--- config.mk ---
export PLATFORM = sky130hd
export DESIGN_NAME = obstacle_spawner
export DESIGN_NICKNAME = d
export VERILOG_FILES = /design/src/rtl/dino_pkg.sv /design/src/rtl/obstacle_spawner_lfsr16.sv /design/src/rtl/obstacle_spawner.sv
export SDC_FILE = /design/constraint.sdc
export NUM_CORES = 1
export LEC_CHECK = 0
export CORE_AREA = 2 2 78 99
export CTS_CLUSTER_DIAMETER = 150
export CTS_CLUSTER_SIZE = 10
export DETAILED_ROUTE_END_ITERATION = 6
export DIE_AREA = 0 0 80 101
export PLACE_DENSITY_LB_ADDON = 0.15
export SETUP_SLACK_MARGIN = 0.3
export SYNTH_ARGS = -nofsm -noshare
export SYNTH_HDL_FRONTEND = slang
export SYNTH_HIERARCHICAL = 1
export SYNTH_SLANG_ARGS = --single-unit
--- constraint.sdc ---
create_clock -name CLOCK_50 -period 5.22 [get_ports CLOCK_50]
set_input_delay 1.044 -clock CLOCK_50 [delete_from_list [all_inputs] [get_ports CLOCK_50]]
set_output_delay 1.044 -clock CLOCK_50 [all_outputs]
set_load 0.1 [all_outputs]
--- src/rtl/dino_pkg.sv ---
// Shared definitions for the dino game datapath: obstacle codes, LFSR reset value
// and the seven-segment glyphs used by the track/display stage.
package dino_pkg;

  typedef enum logic [1:0] {
    OBS_NONE   = 2'b00,
    OBS_CACTUS = 2'b01,
    OBS_BIRD   = 2'b10
  } obs_e;

  localparam logic [15:0] LFSR_RESET = 16'hACE1;

  // Active-low segments, bit order gfedcba.
  localparam logic [6:0] HEX_BLANK  = 7'b1111111;
  localparam logic [6:0] HEX_CACTUS = 7'b1111001;
  localparam logic [6:0] HEX_BIRD   = 7'b1011100;
  localparam logic [6:0] HEX_DINO   = 7'b0100011;

endpackage

--- src/rtl/obstacle_spawner_lfsr16.sv ---
// 16-bit Fibonacci LFSR (taps 16,14,13,11), shifting left with feedback into bit 0.
// A load of zero is replaced by LFSR_RESET so the register never locks up.
module lfsr16
  import dino_pkg::*;
(
  input  logic        clk,
  input  logic        rst_n,
  input  logic        adv,
  input  logic        load,
  input  logic [15:0] load_val,
  output logic [15:0] q
);

  logic [15:0] q_q, q_d;
  logic        fb;

  always_comb begin
    fb  = q_q[15] ^ q_q[13] ^ q_q[12] ^ q_q[10];
    q_d = q_q;
    if (load) begin
      q_d = (load_val == 16'd0) ? LFSR_RESET : load_val;
    end else if (adv) begin
      q_d = {q_q[14:0], fb};
    end
  end

  always_ff @(posedge clk) begin
    if (!rst_n) q_q <= LFSR_RESET;
    else        q_q <= q_d;
  end

  assign q = q_q;

endmodule

--- src/rtl/obstacle_spawner.sv ---
// Obstacle spawner feeding the HEX scrolling track: one registered strobe per game tick.
// Birds are only produced when OBSTACLE_SPAWNER_BIRD_EN is defined; otherwise every spawn is a cactus.
module obstacle_spawner
  import dino_pkg::*;
#(
  parameter int MIN_GAP     = 3,
  parameter int MAX_GAP     = 8,
  parameter int LEAD_IN     = 4,
  parameter int THRESH_INIT = 64,
  parameter int THRESH_MAX  = 192,
  parameter int RAMP_EVERY  = 5
) (
  input  logic        CLOCK_50,
  input  logic        RESET_N,
  input  logic        tick,
  input  logic        run,
  input  logic [15:0] seed,
  input  logic        seed_load,
  output logic        obs_valid,
  output logic [1:0]  obs_type,
  output logic [15:0] spawn_count
);

  typedef enum logic [1:0] {S_IDLE, S_LEAD, S_RUN} state_e;

  localparam logic [7:0] THR_INIT = 8'(THRESH_INIT);
  localparam logic [7:0] THR_MAX  = 8'(THRESH_MAX);

  state_e      state_q, state_d;
  logic [3:0]  gap_q, gap_d;
  logic [3:0]  empty_q, empty_d;
  logic [7:0]  lead_q, lead_d;
  logic [7:0]  ramp_q, ramp_d;
  logic [7:0]  thr_q, thr_d;
  logic [15:0] cnt_q, cnt_d;
  logic        vld_q, vld_d;
  logic [1:0]  typ_q, typ_d;
  logic [15:0] lfsr;
  logic        adv;
  logic        lfsr_unused;

  // Never lowers a threshold that already starts above the ceiling, and never wraps.
  function automatic logic [7:0] thr_bump(input logic [7:0] t);
    logic [8:0] sum;
    logic [8:0] ceil;
    sum  = {1'b0, t} + 9'd8;
    ceil = (t > THR_MAX) ? {1'b0, t} : {1'b0, THR_MAX};
    return (sum > ceil) ? ceil[7:0] : sum[7:0];
  endfunction

  lfsr16 u_lfsr (
    .clk      (CLOCK_50),
    .rst_n    (RESET_N),
    .adv      (adv),
    .load     (seed_load),
    .load_val (seed),
    .q        (lfsr)
  );

  assign lfsr_unused = ^lfsr[15:8];

  always_comb begin
    state_d = state_q;
    gap_d   = gap_q;
    empty_d = empty_q;
    lead_d  = lead_q;
    ramp_d  = ramp_q;
    thr_d   = thr_q;
    cnt_d   = cnt_q;
    vld_d   = 1'b0;
    typ_d   = typ_q;
    adv     = 1'b0;

    if (!run) begin
      state_d = S_IDLE;
      typ_d   = OBS_NONE;
    end else begin
      unique case (state_q)
        S_IDLE: begin
          state_d = S_LEAD;
          lead_d  = '0;
          cnt_d   = '0;
          thr_d   = THR_INIT;
          ramp_d  = '0;
          empty_d = '0;
          gap_d   = '0;
          typ_d   = OBS_NONE;
        end
        S_LEAD: begin
          if (tick) begin
            vld_d = 1'b1;
            typ_d = OBS_NONE;
            adv   = 1'b1;
            if (lead_q == 8'(LEAD_IN - 1)) state_d = S_RUN;
            else                           lead_d  = lead_q + 8'd1;
          end
        end
        S_RUN: begin
          if (tick) begin
            vld_d = 1'b1;
            adv   = 1'b1;
            // Decision uses the LFSR value from before this tick's advance.
            if (gap_q != 4'd0) begin
              typ_d = OBS_NONE;
              gap_d = gap_q - 4'd1;
            end else if (empty_q == 4'(MAX_GAP - 1) || lfsr[7:0] < thr_q) begin
`ifdef OBSTACLE_SPAWNER_BIRD_EN
              typ_d = lfsr[8] ? OBS_BIRD : OBS_CACTUS;
`else
              typ_d = OBS_CACTUS;
`endif
              gap_d   = 4'(MIN_GAP);
              empty_d = '0;
              if (cnt_q != 16'hFFFF) cnt_d = cnt_q + 16'd1;
              if (ramp_q == 8'(RAMP_EVERY - 1)) begin
                ramp_d = '0;
                thr_d  = thr_bump(thr_q);
              end else begin
                ramp_d = ramp_q + 8'd1;
              end
            end else begin
              typ_d   = OBS_NONE;
              empty_d = empty_q + 4'd1;
            end
          end
        end
        default: state_d = S_IDLE;
      endcase
    end
  end

  always_ff @(posedge CLOCK_50) begin
    if (!RESET_N) begin
      state_q <= S_IDLE;
      gap_q   <= '0;
      empty_q <= '0;
      lead_q  <= '0;
      ramp_q  <= '0;
      thr_q   <= THR_INIT;
      cnt_q   <= '0;
      vld_q   <= 1'b0;
      typ_q   <= OBS_NONE;
    end else begin
      state_q <= state_d;
      gap_q   <= gap_d;
      empty_q <= empty_d;
      lead_q  <= lead_d;
      ramp_q  <= ramp_d;
      thr_q   <= thr_d;
      cnt_q   <= cnt_d;
      vld_q   <= vld_d;
      typ_q   <= typ_d;
    end
  end

  assign obs_valid   = vld_q;
  assign obs_type    = typ_q;
  assign spawn_count = cnt_q;

endmodule

==> Flow_metrics.wiki, run 1 <==
{| class="wikitable"
! Metric !! Value
|-
| Outcome || completed
|-
| Netlist cell types || 64
|-
| Number of cells produced by synthesis || around 460
|-
| Area share of the leading cell type in the synthesized netlist || between 30 and 40%
|-
| Synthesis Warnings || 6
|-
| Largest stage delay on the critical path || approximately 0.64 ns
|-
| Starting density of the core || a little over half
|-
| Depth of the worst register-to-register path || 8
|-
| Share of synthesized area occupied by flip-flops and latches || around 36%
|-
| Area of the mapped netlist || ~3800 sq um
|-
| Endpoint class of the critical path || flop
|-
| EDFF count, synth || 0
|-
| Total die area || 8080 sq um
|-
| Pin count of the biggest net entering global routing || 29
|-
| Grt total ovfl || 0
|-
| Worst-case setup slack after placement || 1.65 ns
|-
| Number of rows in the core area || 35
|-
| Clock root buffer master || clkbuf_8
|-
| Number of buffers between clock root and the deepest sink || 2
|-
| Fin area || 4450 sq um
|-
| Reported leakage power || 1.56 nW
|-
| Number of global-route vias before repair || 3133
|-
| Aggregate routed wire length || roughly 8.1 mm
|-
| # IOs || 40
|-
| Global-route wire length before repair || ~14 mm
|-
| WL per Instance || 13.8 microns
|-
| Required time worst endpoint || 5.51 ns
|-
| Skew-Pair Late Insertion Delay || between 0.3 and 0.4 ns
|-
| Total CTS buffers || 9
|-
| Cell chain of the critical path || clkdlybuf4s50_1, nand3_1, o21ai_1, nand2_1, o31ai_4, a21boi_0, o22a_1
|-
| Quantity of I/O buffers inserted on ports || 38
|-
| Sum of internal, switching and leakage power || approximately 1.1 mW
|-
| Remaining antenna violation count after routing || 0
|-
| End of the worst register-to-register path || thr_q[6]
|-
| Post-CTS setup repair buffer count || 0
|-
| Critical Path Slowest Stage Cell || clkdlybuf4s50_1
|-
| Die width || ~80 microns
|-
| Worst Path Max Fanout || 10
|-
| CTS resizes || 0
|-
| Transition time at the pin with the least slew margin || 0.967 ns
|-
| Die boundary height || ~100 microns
|-
| Worst endpoint data arrival time || between 3 and 4 ns
|-
| Clock sink total || between 60 and 70
|-
| Vias per cell || between 5 and 6
|-
| Number of antenna violations at the first check in global routing || 0
|-
| Max transition margin || a little over a third
|-
| Dominant cell type by area after synthesis || dfxtp_1
|-
| Prevailing post-synth register cell || dfxtp_1
|-
| Worst Hold Class || flop to flop
|-
| Detail Placement HPWL || about 6 mm
|-
| Number of vias after detailed routing || about 3400
|-
| Reg-to-Reg Start || state_q[0]
|-
| Final number of max-transition violations || 0
|-
| Number of search-and-repair iterations in the first detailed-routing pass || 5
|-
| Launch instance of the worst min-delay path || thr_q[1]
|-
| Clk pin slew, worst setup/hold paths || roughly 0.07 ns
|-
| Max Clk Rate || about 310 MHz
|-
| CTS tree || yes
|-
| Cell Area, Placed || approximately 4300 sq um
|-
| Power density over the cells || approximately 250 nW/um^2
|-
| Final sum of negative setup slack || 0 ns
|-
| Final worst path period share || between 60% and 70%
|-
| Endpoint of the worst hold path || thr_q[1]
|-
| Final worst slack || around 2.0 ns
|-
| Register-to-Register Setup Slack || around 2.2 ns
|-
| Type of the worst setup path || input pin to flop
|-
| Biggest area contributors in the synthesized netlist || dfxtp_1, ha_1, a21oi_1
|-
| Ys async rst share || 0%
|-
| Final core occ || between 60% and 70%
|-
| Area overhead of the layout relative to synthesis || 16.1%
|-
| Clock period minus worst slack || around 3.2 ns
|-
| Post-detailed-route DRC marker count || 0
|-
| Worst clock skew || approximately 0.015 ns
|-
| Overall global routing resource usage || between 20% and 30%
|-
| VDD IR-drop max || between 0.15 and 0.2 mV
|-
| Antenna Cells || 0
|-
| NumNets Final || 530
|-
| Critical Path Start Type || input pin
|-
| Top cells by count, synth || dfxtp_1, nor2_1, nand2_1
|-
| Fraction of final layout cells with drive strength greater than 1 || roughly 7.5%
|-
| RSZ-0062 raised after global routing || false
|-
| Core Area || roughly 7200 sq um
|-
| Routability Congestion || approximately 0.84
|-
| Detailed router's first-iteration violation count || 160
|-
| Max H-tree Level || 3
|-
| # Max-Cap Violations || 0
|-
| Hold_buf cts || 0
|-
| Final-report hold violation count || 0
|-
| Cell with the most instances after synthesis || dfxtp_1
|-
| Mean instance size in the synthesized netlist || 8.40 sq um
|-
| Number of filler instances in the final layout || about 680
|-
| Worst Hold Depth || 2
|-
| Flops & latches, synth || 68
|-
| Final count of negative-setup-slack endpoints || 0
|}
[kinds of logic (layout without fill, tap and decap cells)]
family	Yosys count	in the layout	share of synthesized area [%]
simple gates	181	181	24.6
xor+xnor	20	20	4.57
flops	68	68	35.5
fa+ha+maj	21	21	6.86
compound gates	104	104	18.9
other cells	1	3	0.0978
mux	18	18	4.96
buf+inv	43	78	4.51
[power breakdown]
part / total (mW) / internal [mW] / switching [mW]
registers: 0.540 / 0.530 / 0.0101
logic: 0.134 / 0.0548 / 0.0795
clock network: 0.422 / 0.218 / 0.204
[how the worst max path moves through the flow]
stage | startpoint | endpoint | slack [ns] | depth (start not counted)
after floorplan | spawn_count[0] | spawn_count[0] | 2.34 | 10
after global placement | tick | spawn_count[14] | 1.75 | 6
after detailed placement | tick | thr_q[6] | 1.65 | 7
after CTS | tick | thr_q[6] | 2.04 | 7
after global routing | tick | thr_q[4] | 1.79 | 7
final | tick | thr_q[6] | 2.00 | 7
[routing by layer]
metal / global-route usage (%) / wire, microns
met1: 25.5 / 3570
met4: 9.39 / 144
met5: 0 / 0
met3: 3.85 / 319
met2: 36.7 / 4060
[stage by stage]
step                      instances  hold WS, ns
after floorplan                 458        0.427
after global placement          569        0.440
after detailed placement        569        0.453
after CTS                       585        0.461
after global routing            585        0.493
final                           585        0.461
[cell type report]
| cell class | instances | area [sq um] | share of cell area (%) |
|---|---|---|---|
| Inverter | 23 | 86.3 | 1.94 |
| Tap cell | 92 | 115 | 2.59 |
| Multi-Input combinational cell | 347 | 2310 | 51.8 |
| Timing Repair Buffer | 39 | 388 | 8.72 |
| Sequential cell | 68 | 1360 | 30.6 |
| Clock inverter | 7 | 67.6 | 1.52 |
| Clock buffer | 9 | 124 | 2.78 |
[critical path: cells and delay by family]
kind	cells	cell delay, ns
simple gates	2	0.47
buf+inv	1	0.64
compound gates	4	1.36
[placed cells by master (no fill, tap or decap), drive strengths merged, types with 13 or more instances in the layout]
master / count
clkdlybuf4s50: 38
nand2: 41
nand3: 18
inv: 23
nor2: 43
ha: 21
or3: 13
dfxtp: 68
a21oi: 37
o21ai: 23
[state kept, by name, indices dropped and copies added, names as in the netlist]
name and flops:
empty_q 4, obs_valid 1, gap_q 4, ramp_q 8, spawn_count 16, u_lfsr/q 16, state_q 2, thr_q 8
lead_q 8, obs_type 1
(Power assumes the default switching activity.)
==> run 2, diff against run 1 <==
Settings changed: CORE_AREA 2 2 78 99 to 2 2 81 102, DIE_AREA 0 0 80 101 to 0 0 83 104.
Clock period 5.22 ns to 2.8 ns, I/O delays scaled along.
==> run 2 against run 1 <==
  * Via count grew 2.4%
  * Cell count increased by 4.4%
  * Power increased by 86%
  * Critical path type is now flop to flop
  * Combinational power up 110%
  * Worst hold slack improved by 0.0031 ns
  * Worst setup slack got worse by 1.6 ns
==> Flow_metrics.wiki, run 2 (synthesis gave the netlist of run 1 again) <==
{| class="wikitable"
! Metric !! Value
|-
| Outcome || completed
|-
| Most used cells in the layout excluding fill and tap cells || dfxtp_1, nor2_1, buf_4
|-
| Fraction of final layout cells with drive strength greater than 1 || 18.0% (+11 points)
|-
| Number of buffers between clock root and the deepest sink || 2 (unchanged)
|-
| Clock root buffer master || clkbuf_8
|-
| # placed instances || 587 (+3.2%)
|-
| Sum of internal, switching and leakage power || 2.04 mW (+86%)
|-
| Critical Path Start Type || flop
|-
| Endpoint class of the critical path || flop
|-
| WL per Instance || 13.9 microns (+0.23%)
|-
| Final worst slack || 0.394 ns (-1.60 ns)
|-
| Max transition margin || 57.6% (+22 points)
|-
| Transition time at the pin with the least slew margin || 0.634 ns (-0.333 ns)
|-
| Clk pin slew, worst setup/hold paths || 0.07 ns (about the same)
|-
| RSZ-0062 raised after global routing || true
|-
| Required time worst endpoint || 3.08 ns (-2.43 ns)
|-
| Aggregate routed wire length || 8.47 mm (+4.7%)
|-
| Power density over the cells || 440 nW/um^2 (+78%)
|-
| Clock sink total || 68 (unchanged)
|-
| Reported leakage power || 1.71 nW (+9.7%)
|-
| Max Clk Rate || 416 MHz
|-
| Global-route wire length before repair || 14.7 mm (+6.9%)
|-
| Number of antenna violations at the first check in global routing || 0 (unchanged)
|-
| Overall global routing resource usage || 20.3% (-0.91 points)
|-
| Type of the worst setup path || flop to flop
|-
| Max H-tree Level || 3 (unchanged)
|-
| Worst Path Max Fanout || 8 (-2)
|-
| Number of global-route vias before repair || 3325 (+6.1%)
|-
| Skew-Pair Late Insertion Delay || 0.35 ns (about the same)
|-
| Worst-case setup slack after placement || 0.0687 ns (-1.58 ns)
|-
| Final count of negative-setup-slack endpoints || 0 (unchanged)
|-
| Vias per cell || 5.63 (-1.9%)
|-
| # IOs || 40 (unchanged)
|-
| Number of search-and-repair iterations in the first detailed-routing pass || 6 (+1)
|-
| Die width || 83 microns (+3.8%)
|-
| Final core occ || 60.3% (-1.7 points)
|-
| Routing usage on met2 || 35.3% (-1.5 points)
|-
| Die boundary height || 104 microns (+3.0%)
|-
| VDD IR-drop max || 0.286 mV (+67%)
|-
| Detail Placement HPWL || 6.13 mm (+3.0%)
|-
| Layout Cells excl Fill || 611 (+4.4%)
|-
| Remaining antenna violation count after routing || 0 (unchanged)
|-
| NumNets Final || 553 (+4.3%)
|-
| CTS tree || yes
|-
| Total die area || 8630 sq um (+6.8%)
|-
| Worst clock skew || 0.00509 ns (-0.00942 ns)
|-
| Worst endpoint data arrival time || 2.68 ns (-0.84 ns)
|-
| Quantity of I/O buffers inserted on ports || 38 (unchanged)
|-
| Final-report hold violation count || 0 (unchanged)
|-
| Global-route track usage on met3 || 4.60% (+0.75 points)
|-
| Final worst path period share || a little under nine tenths
|-
| Area overhead of the layout relative to synthesis || 21.2%
|-
| Final sum of negative setup slack || 0 ns (unchanged)
|-
| Pin count of the biggest net entering global routing || 18 (-38%)
|-
| Hold_buf cts || 0 (unchanged)
|-
| Routability Congestion || 0.833 (-1.4%)
|-
| Total CTS buffers || 9 (unchanged)
|-
| Met1 track demand over resource in global routing || 24.6% (-0.94 points)
|-
| Grt total ovfl || 0 (unchanged)
|-
| Post-detailed-route DRC marker count || 0 (unchanged)
|-
| Most common cell after layout, fill and taps aside || dfxtp_1
|-
| Antenna Cells || 0 (unchanged)
|-
| Number of rows in the core area || 36 (+2.9%)
|-
| # Max-Cap Violations || 0 (unchanged)
|-
| Clock period minus worst slack || 2.41 ns
|-
| Final number of max-transition violations || 0 (unchanged)
|-
| Worst Hold Class || flop to flop
|-
| Grt peak-use layer || met2
|-
| Starting density of the core || 49.8% (-3.6 points)
|-
| Core Area || 7700 sq um (+7.2%)
|-
| Detailed router's first-iteration violation count || 114 (-29%)
|-
| Number of vias after detailed routing || 3441 (+2.4%)
|}
run 2: worst max-delay path, cell delays in order, from the launching register on:
cell and delay [ns]:
dfxtp_1 0.33, inv_1 0.07, ha_2 0.20, or3b_1 0.40, o21a_2 0.28, or3_1 0.41, buf_4 0.18, or3_1 0.34
a21oi_1 0.14
run 2: timing repair:
| action | in CTS | in global routing |
|---|---|---|
| resized for setup | 3 | 16 |
| setup endpoints to repair | 10 | 20 |
| cloned | 0 | 1 |
| pin swaps | 0 | 5 |
| setup buffers | 0 | 7 |
run 2: power breakdown:
group / total (mW) / internal (mW) / leakage, nW / switching (mW)
Sequential: 1.00 / 0.986 / 0.556 / 0.0191
Combinational: 0.285 / 0.126 / 1.06 / 0.159
Clock: 0.753 / 0.394 / 0.0937 / 0.358
run 2: layout make-up:
cell class	instances	area (sq um)
clock buffers	15	176
fillers	726	3060
inverters	23	86.3
repair buffers	61	508
multi-input cells	348	2370
flip-flops and latches	68	1380
clock inverters	1	5.00
well taps	95	119
run 2: final timing paths:
check,from,endpoint,slack (ns),cells past startpoint
min reg2reg,thr_q[2],thr_q[2],0.46,2
max,gap_q[0],ramp_q[6],0.39,8
max reg2reg,gap_q[0],ramp_q[6],0.39,8
min,thr_q[2],thr_q[2],0.46,2
run 2: routing by layer:
layer,share of wire (%),vias to the layer above
li1,-,1754
met1,45,1605
met2,50,69
met3,3.7,13
met4,1.6,0
met5,0,-
run 2: through the flow:
| stage | hold slack, ns | cell area [sq um] |
|---|---|---|
| final | 0.464 | 4640 |
| after global routing | 0.495 | 4640 |
| after CTS | 0.465 | 4530 |
| after detailed placement | 0.455 | 4340 |
| after global placement | 0.452 | 4340 |
| after floorplan | 0.427 | 3850 |
==> run 3, diff against run 2 <==
--- a/config.mk
+++ b/config.mk
@@ -7,3 +7,3 @@
 export LEC_CHECK = 0
-export CORE_AREA = 2 2 81 102
+export CORE_AREA = 2 2 80 102
 export CTS_CLUSTER_DIAMETER = 150
@@ -11,3 +11,3 @@
 export DETAILED_ROUTE_END_ITERATION = 6
-export DIE_AREA = 0 0 83 104
+export DIE_AREA = 0 0 82 104
 export PLACE_DENSITY_LB_ADDON = 0.15
@@ -16,3 +16,2 @@
 export SYNTH_HDL_FRONTEND = slang
-export SYNTH_HIERARCHICAL = 1
 export SYNTH_SLANG_ARGS = --single-unit
--- a/constraint.sdc
+++ b/constraint.sdc
@@ -3,2 +3,2 @@
 set_output_delay 0.56 -clock CLOCK_50 [all_outputs]
-set_load 0.1 [all_outputs]
+set_load 0.05 [all_outputs]
==> run 3 against run 2 <==
  * Synthesized area shrank 1.6%
  * Worst setup slack lost 0.047 ns
  * Critical endpoint is now thr_q[4]
  * Worst hold slack gained 0.010 ns
  * Via count grew 2.9%
==> Flow_metrics.wiki, run 3 <==
{| class="wikitable"
! Metric !! Value
|-
| Transition time at the pin with the least slew margin || 0.679 ns (+0.0453 ns)
|-
| Die width || 82 microns (-1.2%)
|-
| Fraction of final layout cells with drive strength greater than 1 || 12.1% (-5.9 points)
|-
| Most common cell after layout, fill and taps aside || dfxtp_1
|-
| Top cell family by delay on the critical path || simple AND/OR/NAND/NOR gates
|-
| Biggest area contributors in the synthesized netlist || dfxtp_1, ha_1, nor2_1
|-
| Prevailing post-synth register cell || dfxtp_1
|-
| Cell chain of the critical path || ha_4, nand3_1, xnor2_2, ha_1, and3_1, and4_1, and2_2, nor2_4, a32oi_1, o22ai_1
|-
| Reported leakage power || 1.73 nW (+1.5%)
|-
| Final-report hold violation count || 0 (unchanged)
|-
| Worst clock skew || 0.0100 ns (+0.00491 ns)
|-
| Starting density of the core || 49.8% (+0.078 points)
|-
| Clk pwr share || 41.0% (+4.2 points)
|-
| Skew-Pair Late Insertion Delay || 0.36 ns (about the same)
|-
| Detail Placement HPWL || 6.40 mm (+4.3%)
|-
| Max H-tree Level || 3 (unchanged)
|-
| Final worst path period share || 87.6% (+1.7 points)
|-
| Area share of the leading cell type in the synthesized netlist || 36.1% (+0.58 points)
|-
| Combinational cell fraction of total power || 13.0% (-1.0 points)
|-
| Reg-to-Reg Start || thr_q[4]
|-
| Clock root buffer master || clkbuf_8
|-
| Flops & latches, synth || 68 (unchanged)
|-
| Post-detailed-route DRC marker count || 0 (unchanged)
|-
| Internal power || 1.64 mW (+8.6%)
|-
| Number of buffers between clock root and the deepest sink || 2 (unchanged)
|-
| CTS tree || yes
|-
| Worst Path Max Fanout || 6 (-2)
|-
| Number of rows in the core area || 36 (unchanged)
|-
| Largest stage delay on the critical path || 0.38 ns (-0.03 ns)
|-
| Global-route wire length before repair || 15.0 mm (+2.1%)
|-
| Ys async rst share || 0% (unchanged)
|-
| Max Clk Rate || 408 MHz (-1.9%)
|-
| Clk pin slew, worst setup/hold paths || 0.07 ns (about the same)
|-
| Overall global routing resource usage || 22.2% (+1.9 points)
|-
| RSZ-0062 raised after global routing || false
|-
| Worst Hold Class || flop to flop
|-
| Final count of negative-setup-slack endpoints || 0 (unchanged)
|-
| Hold_buf cts || 0 (unchanged)
|-
| Quantity of I/O buffers inserted on ports || 38 (unchanged)
|-
| Final number of max-transition violations || 0 (unchanged)
|-
| Mean instance size in the synthesized netlist || 8.11 sq um (-3.5%)
|-
| Critical Path Slowest Stage Cell || dfxtp_2
|-
| Area of the mapped netlist || 3770 sq um (-1.6%)
|-
| Detailed router's first-iteration violation count || 159 (+39%)
|-
| Synthesis Warnings || 0 (-6)
|-
| # Max-Cap Violations || 0 (unchanged)
|-
| EDFF count, synth || 0 (unchanged)
|-
| Outcome || completed
|-
| Number of cells produced by synthesis || 465 (+2.0%)
|-
| Core Area || 7570 sq um (-1.8%)
|-
| Power density over the cells || 468 nW/um^2 (+6.5%)
|-
| WL per Instance || 14.4 microns (+4.0%)
|-
| Worst Hold Depth || 2 (unchanged)
|-
| Netlist cell types || 55 (-14%)
|-
| Number of search-and-repair iterations in the first detailed-routing pass || 4 (-2)
|-
| Critical path buffers and inverters || 0 (-2)
|-
| Critical Path Start Type || flop
|-
| Type of the worst setup path || flop to flop
|-
| Total die area || 8530 sq um (-1.2%)
|-
| Number of vias after detailed routing || 3542 (+2.9%)
|-
| Most used cells in the layout excluding fill and tap cells || dfxtp_1, nor2_1, nand2_1, clkdlybuf4s50_1, a21oi_1
|-
| Clock period minus worst slack || 2.45 ns (+0.0466 ns)
|-
| Number of antenna violations at the first check in global routing || 0 (unchanged)
|-
| Share of synthesized area occupied by flip-flops and latches || 36.1% (+0.58 points)
|-
| Register share of total power || 46.0% (-3.2 points)
|-
| Number of global-route vias before repair || 3400 (+2.3%)
|-
| Endpoint of the worst hold path || thr_q[2]
|-
| # placed instances || 602 (+2.6%)
|-
| Endpoint class of the critical path || flop
|-
| Pin count of the biggest net entering global routing || 17 (-1)
|-
| Grt total ovfl || 0 (unchanged)
|-
| Cell with the most instances after synthesis || dfxtp_1
|-
| Area overhead of the layout relative to synthesis || 23.9%
|-
| Remaining antenna violation count after routing || 0 (unchanged)
|-
| # IOs || 40 (unchanged)
|-
| Required time worst endpoint || 3.07 ns (about the same)
|-
| Launch instance of the worst min-delay path || thr_q[2]
|-
| Vias per cell || 5.69 (+1.1%)
|-
| Dominant cell type by area after synthesis || dfxtp_1
|-
| Routability Congestion || 0.871 (+4.6%)
|-
| NumNets Final || 564 (+2.0%)
|-
| Layout Cells excl Fill || 622 (+1.8%)
|-
| Top cells by count, synth || dfxtp_1, nor2_1, nand2_1
|-
| Fin area || 4670 sq um (+0.62%)
|-
| Switching Share || 25.3% (-0.99 points)
|-
| Register-to-Register Setup Slack || 0.35 ns (-0.05 ns)
|-
| Antenna Cells || 0 (unchanged)
|-
| Aggregate routed wire length || 8.97 mm (+5.9%)
|-
| End of the worst register-to-register path || thr_q[4]
|-
| Total CTS buffers || 9 (unchanged)
|-
| Number of filler instances in the final layout || 702 (-3.3%)
|-
| Final sum of negative setup slack || 0 ns (unchanged)
|-
| Final core occ || 61.7% (+1.5 points)
|-
| Psw || 0.553 mW (+3.1%)
|-
| Clock sink total || 68 (unchanged)
|-
| VDD IR-drop max || 0.447 mV (+56%)
|-
| Depth of the worst register-to-register path || 10 (+2)
|-
| Die boundary height || 104 microns (unchanged)
|-
| Max transition margin || 54.5% (-3.1 points)
|-
| Cell Area, Placed || 4340 sq um (about the same)
|-
| Worst endpoint data arrival time || 2.73 ns (+0.05 ns)
|}
run 3: cell count changes after synthesis, moves of 5 or more:
cell | previous run | this run
o21ai_0 | 21 | 28
nor2_1 | 43 | 56
xor2_1 | 10 | 15
nor4_1 | 2 | 7
nor2b_1 | 6 | 0
nand3_1 | 18 | 23
run 3: cells by family (layout without fill, tap and decap cells):
| family | count (synthesis) | count (layout) | share of synthesized area [%] |
|---|---|---|---|
| AO/OA/AOI/OAI | 116 | 116 | 19.6 |
| XOR/XNOR | 21 | 21 | 4.88 |
| adder cells (fa/ha/maj) | 21 | 21 | 6.97 |
| buffers and inverters | 42 | 102 | 4.78 |
| flip-flops | 68 | 68 | 36.1 |
| multiplexers | 15 | 15 | 4.18 |
| other | 1 | 3 | 0.0994 |
| AND/OR/NAND/NOR | 181 | 181 | 23.4 |
run 3: worst min-delay path, cell delays in order (launching register included):
cell and delay [ns]:
dfxtp_1 0.31, inv_1 0.07, a21oi_1 0.04
run 3: through the flow:
stage,hold WS (ns),setup slack (ns),power [mW]
CTS,0.468,0.241,2.19
floorplan,0.432,0.369,1.21
detailed placement,0.458,0.111,1.30
global placement,0.450,0.252,1.29
finish,0.474,0.347,2.19
global route,0.499,0.257,2.29
run 3: power by group through the flow:
stage	sequential, mW	combinational (mW)	clock, mW
2_1_floorplan	1.03	0.174	0
3_3_place_gp	1.03	0.264	0
3_5_place_dp	1.03	0.267	0
4_1_cts	1.01	0.271	0.913
5_1_grt	1.01	0.314	0.963
6_report	1.01	0.285	0.897
run 3: worst max-delay path by stage:
stage	startpoint	to	slack, ns	depth (start not counted)
CTS	thr_q[4]	thr_q[0]	0.24	9
floorplan	thr_q[5]	empty_q[3]	0.37	9
finish	thr_q[4]	thr_q[4]	0.35	10
global route	thr_q[4]	thr_q[4]	0.26	10
detailed placement	thr_q[5]	thr_q[5]	0.11	7
global placement	run	thr_q[4]	0.25	6
run 3: cell type report:
| class | instances | area (sq um) | share of cell area (%) |
|---|---|---|---|
| Sequential cell | 68 | 1370 | 29.3 |
| Clock inverter | 4 | 72.6 | 1.55 |
| Clock buffer | 12 | 145 | 3.11 |
| Tap cell | 95 | 119 | 2.54 |
| Inverter | 24 | 90.1 | 1.93 |
| Multi-Input combinational cell | 357 | 2320 | 49.6 |
| Timing Repair Buffer | 62 | 558 | 11.9 |
run 3: metal layers:
layer / wire length (microns) / share of wire, % / vias to the layer above / track usage, %
met2: 4610 / 51 / 83 / 38.3
li1: - / - / 1795 / -
met3: 309 / 3.4 / 20 / 5.47
met5: 0 / 0 / - / 0
met4: 232 / 2.6 / 0 / 9.17
met1: 3810 / 43 / 1644 / 25.4
run 3: repair_timing:
item,4_1_cts,5_1_grt
endpoints found under the setup margin,25,21
setup buffers,0,4
gates resized for setup,4,19
pin swaps,0,1
